===== src/rtl/led_sweeper.sv =====
// One-hot LED sweeper: the active lane dwells at lane 0, then sweeps up and either
// bounces back down or wraps to lane 0. A prescaler sets how many enabled cycles make one tick.
module led_sweeper #(
  parameter  int WIDTH = 8,
  parameter  int DWELL = 5,
  parameter  int DIV   = 1,
  localparam int PW    = (WIDTH > 2) ? $clog2(WIDTH) : 1
) (
  input  logic             clk,
  input  logic             reset,
  input  logic             en,
  input  logic             restart,
  input  logic             mode,
  output logic [WIDTH-1:0] count,
  output logic [PW-1:0]    pos,
  output logic             dir,
  output logic             cycle_done
);

  typedef enum logic [1:0] {
    ST_DWELL = 2'd0,
    ST_UP    = 2'd1,
    ST_DOWN  = 2'd2
  } state_t;

  state_t           state, state_n;
  logic [15:0]      pre, pre_n;
  logic [7:0]       dwell_cnt, dwell_n;
  logic [PW-1:0]    pos_n;
  logic [WIDTH-1:0] count_n;
  logic             dir_n;
  logic             done_n;
  logic             tick;

  assign tick = en && (pre == 16'(DIV - 1));

  // NOTE: every variable gets a default before the case so no path leaves one unassigned (no latches).
  always_comb begin
    state_n = state;
    pos_n   = pos;
    dwell_n = dwell_cnt;
    done_n  = 1'b0;
    pre_n   = pre;

    if (en) pre_n = tick ? 16'd0 : pre + 16'd1;

    if (tick) begin
      case (state)
        ST_DWELL: begin
          if (dwell_cnt == 8'(DWELL - 1)) begin
            state_n = ST_UP;
            pos_n   = PW'(1);
            dwell_n = 8'd0;
          end else begin
            dwell_n = dwell_cnt + 8'd1;
          end
        end
        ST_UP: begin
          if (pos == PW'(WIDTH - 1)) begin
            // A two-lane bounce has no interior lanes to walk back through.
            if (mode || (WIDTH == 2)) begin
              state_n = ST_DWELL;
              pos_n   = '0;
              done_n  = 1'b1;
            end else begin
              state_n = ST_DOWN;
              pos_n   = PW'(WIDTH - 2);
            end
          end else begin
            pos_n = pos + PW'(1);
          end
        end
        ST_DOWN: begin
          if (pos == PW'(1)) begin
            state_n = ST_DWELL;
            pos_n   = '0;
            done_n  = 1'b1;
          end else begin
            pos_n = pos - PW'(1);
          end
        end
        default: begin
          state_n = ST_DWELL;
          pos_n   = '0;
          dwell_n = 8'd0;
        end
      endcase
    end

    count_n = {{(WIDTH-1){1'b0}}, 1'b1} << pos_n;
    dir_n   = (state_n == ST_DOWN);
  end

  // NOTE: sequential state uses non-blocking assignments so every register samples pre-edge values.
  always_ff @(posedge clk or posedge reset) begin
    if (reset) begin
      state      <= ST_DWELL;
      pre        <= 16'd0;
      dwell_cnt  <= 8'd0;
      pos        <= '0;
      count      <= {{(WIDTH-1){1'b0}}, 1'b1};
      dir        <= 1'b0;
      cycle_done <= 1'b0;
    end else if (restart) begin
      state      <= ST_DWELL;
      pre        <= 16'd0;
      dwell_cnt  <= 8'd0;
      pos        <= '0;
      count      <= {{(WIDTH-1){1'b0}}, 1'b1};
      dir        <= 1'b0;
      cycle_done <= 1'b0;
    end else begin
      state      <= state_n;
      pre        <= pre_n;
      dwell_cnt  <= dwell_n;
      pos        <= pos_n;
      count      <= count_n;
      dir        <= dir_n;
      cycle_done <= done_n;
    end
  end

endmodule


===== config.mk =====
export PLATFORM = sky130hd
export DESIGN_NAME = led_sweeper
export DESIGN_NICKNAME = d
export VERILOG_FILES = /design/src/rtl/led_sweeper.sv
export SDC_FILE = /design/constraint.sdc
export NUM_CORES = 1
export LEC_CHECK = 0
export CORE_ASPECT_RATIO = 0.8
export CORE_MARGIN = 5
export CORE_UTILIZATION = 41
export CTS_CLUSTER_DIAMETER = 80
export DETAILED_ROUTE_END_ITERATION = 8
export GPL_TIMING_DRIVEN = 0
export PLACE_DENSITY = 0.6
export SKIP_LAST_GASP = 1
export SLEW_MARGIN = 20
export SYNTH_ARGS = -nofsm -noshare
export SYNTH_HDL_FRONTEND = slang
export SYNTH_SLANG_ARGS = --single-unit

===== constraint.sdc =====
create_clock -name clk -period 1.9 [get_ports clk]
set_input_delay 0.38 -clock clk [delete_from_list [all_inputs] [get_ports clk]]
set_output_delay 0.38 -clock clk [all_outputs]
set_load 0.1 [all_outputs]

==> results.txt <==
Slew @ Worst Pin - 960.0 ps
Via density - 5.425
Power Density - 618.6 nW/µm²
Via count - 1850
Period minus WS final - 1980 ps
Leakage Power - 1.282 nW
Final net count - 292
Layout Skew - 4.998 ps
Die width - 92.68 µm
WP data arrival - 2170 ps
Wire per inst - 14.98 µm
Clk_lat worst skew - 280 ps
Failing checks - negative setup slack
Largest net degree at the start of global routing - 30
Max-cap violations - 0
Vias in the first global route - 1730
RSZ-0062 raised after global routing - yes
Initial drt markers - 41
Final WS setup - -80.17 ps
Slowest-stage cell, CP - dfrtp_1
Post-DP HPWL - 3376 µm
# diodes - 0
Data required, critical path - 2090 ps
H-tree depth - 2
Area contributors post-synth - dfrtp_1 42%, ha_1 6.7%, nor2_1 4.7%
Initial Util - 0.4171
Clk buf depth - 2
Max incr delay on CP - 410 ps
Synth area leader - dfrtp_1
Asr flop ratio synth - 1.000
Clock sink total - 39
Post-synth EDFFs - 0
Crit end category - flop
Most frequent cells in the layout - 34 x dfrtp_1, 27 x nor2_1, 18 x buf_4
Root Buffer Master - clkbuf_8
Tot Pwr - 1.863 mW
Routed wire length - 5107 µm
DRC Markers - 0
Startpoint types - flop
Worst Path Max Fanout - 8
Core area - 5375 µm²
Cell variety after synth - 52
Outcome - finished, violations left
WS Path Type - reg -> reg
First-pass GRT wire length - 8487 µm
HP Class - in -> async
Slew headroom - 0.3625
Seq/Total Area, Yosys - 0.4358
Die Y - 76.15 µm
Top cell type's share of synthesized area - 0.4241
Buf/Inv on CP - 2
Seq cells post-synth - 39
Util after Layout - 0.5603
Final setup fails - 13
Initial antenna violation count - 0
First-pass DRT Iterations - 4
Syn. warnings - 0
GRT overflow - 0
Syn avg cell area - 9.791 µm²
CTS tree - done
Commonest non-fill, non-tap cell in the layout - dfrtp_1
Routed Antenna Nets - 0
Synth Flop Type - dfrtp_1
Gp weighted congestion - 0.8026
Maximum vdd drop - 0.2853 mV
Critical path, cell by cell - inv_2 -> ha_4 -> nor4b_4 -> nand4_4 -> buf_8 -> o21ai_4 -> nand3_4 -> o31ai_2
Final Hold Viols - 0
# port buffers - 16
Clk pin slew, worst setup/hold paths - 70 ps
Synthesis-to-finish area growth - 34.32%
Syn Nets - 246
Die ar. - 7057 µm²
CTS Hold Buffers Added - 0
Cell area after synthesis - 2242 µm²
Maximum clock frequency - 505.0 MHz
Synth Instances - 229
Slew Limit Fails - 0
Period utilisation layout - 1.042
Cell family with most CP delay - simple AND/OR/NAND/NOR gates
CTS Buf Count - 5
GRT Resource Usage Total - 0.1490
IO Count - 18
Share of cells above drive strength 1 - 0.3261
Row cnt - 24
==> timing repair <==
| action | CTS | global route |
|---|---|---|
| pin swaps | 10 | 16 |
| setup buffers | 12 | 10 |
| gates resized for setup | 45 | 28 |
| setup endpoints to repair | 44 | 34 |
==> report_power, final <==
| group | internal (mW) | switching [mW] |
|---|---|---|
| Sequential | 0.859 | 0.0332 |
| Combinational | 0.178 | 0.264 |
| Clock | 0.258 | 0.271 |
==> routing by layer <==
layer | part of all wire | track usage | vias up
met3 | 0.046 | 0.03455 | 7
met4 | 0.012 | 0.03514 | 0
met1 | 0.49 | 0.2300 | 896
met2 | 0.45 | 0.2093 | 41
met5 | 0 | 0 | -
li1 | - | - | 906
==> synth_stat cells (6+ instances only) <==
cell type,instances
a21oi_1,7
dfrtp_1,38
ha_1,12
inv_1,16
nand2_1,14
nand3_1,9
nand4_1,6
nor2_1,28
nor3_1,10
o21ai_0,11
o31ai_1,6
xor2_1,8
==> cell families after synthesis <==
family                   Yosys count  share of synthesized area
AND/OR/NAND/NOR                   99                     0.2606
AO/OA/AOI/OAI                     45                     0.1440
flip-flops                        39                     0.4358
buffers and inverters             20                    0.03739
XOR/XNOR                          13                    0.05078
adder cells (fa/ha/maj)           12                    0.06696
multiplexers                       1                   0.004464
==> layout make-up <==
| class | count | area [µm²] |
|---|---|---|
| buffer | 4 | 35.03 |
| clock buffer | 7 | 76.32 |
| clock inverter | 1 | 5.005 |
| fill | 474 | 2364 |
| inverter | 16 | 60.06 |
| multi-input combinational | 170 | 1409 |
| sequential | 39 | 987.2 |
| tap | 65 | 81.33 |
| timing repair buffer | 39 | 357.8 |
==> path summary, 6_finish.rpt <==
path,start,endpoint,slack (ps),depth (start not counted)
max in group asynchronous,reset,count[0]$_DFF_PP1_,1050,3
worst max register to register,pre[1]$_DFFE_PP0P_,dwell_cnt[7]$_DFFE_PP0P_,-80,8
worst max-delay path,pre[1]$_DFFE_PP0P_,dwell_cnt[7]$_DFFE_PP0P_,-80,8
min in group clk,en,pre[0]$_DFFE_PP0P_,410,3
worst min register to register,dwell_cnt[7]$_DFFE_PP0P_,dwell_cnt[7]$_DFFE_PP0P_,510,1
worst min-delay path,reset,pre[12]$_DFFE_PP0P_,350,2
==> metrics by stage <==
stage | worst slack [ps] | TNS, ps | cells | instance area [µm²] | hold WS, ps
after floorplan | -10.75 | -21.50 | 229 | 2295 | 450.3
after global placement | -435.0 | -16630 | 310 | 2536 | 481.4
after detailed placement | -348.2 | -7184 | 311 | 2556 | 475.1
after CTS | -138.1 | -215.3 | 331 | 2841 | 350.1
after global routing | -192.0 | -1967 | 341 | 3012 | 350.2
final | -80.17 | -485.8 | 341 | 3012 | 348.9
==> flip-flops by register name, summed over array words and instances, names as in the netlist <==
register / cells
pre: 16
count: 8
dwell_cnt: 8
pos: 3
state: 2
cycle_done: 1
dir: 1
Note: power is estimated with default switching activity, not from simulation.
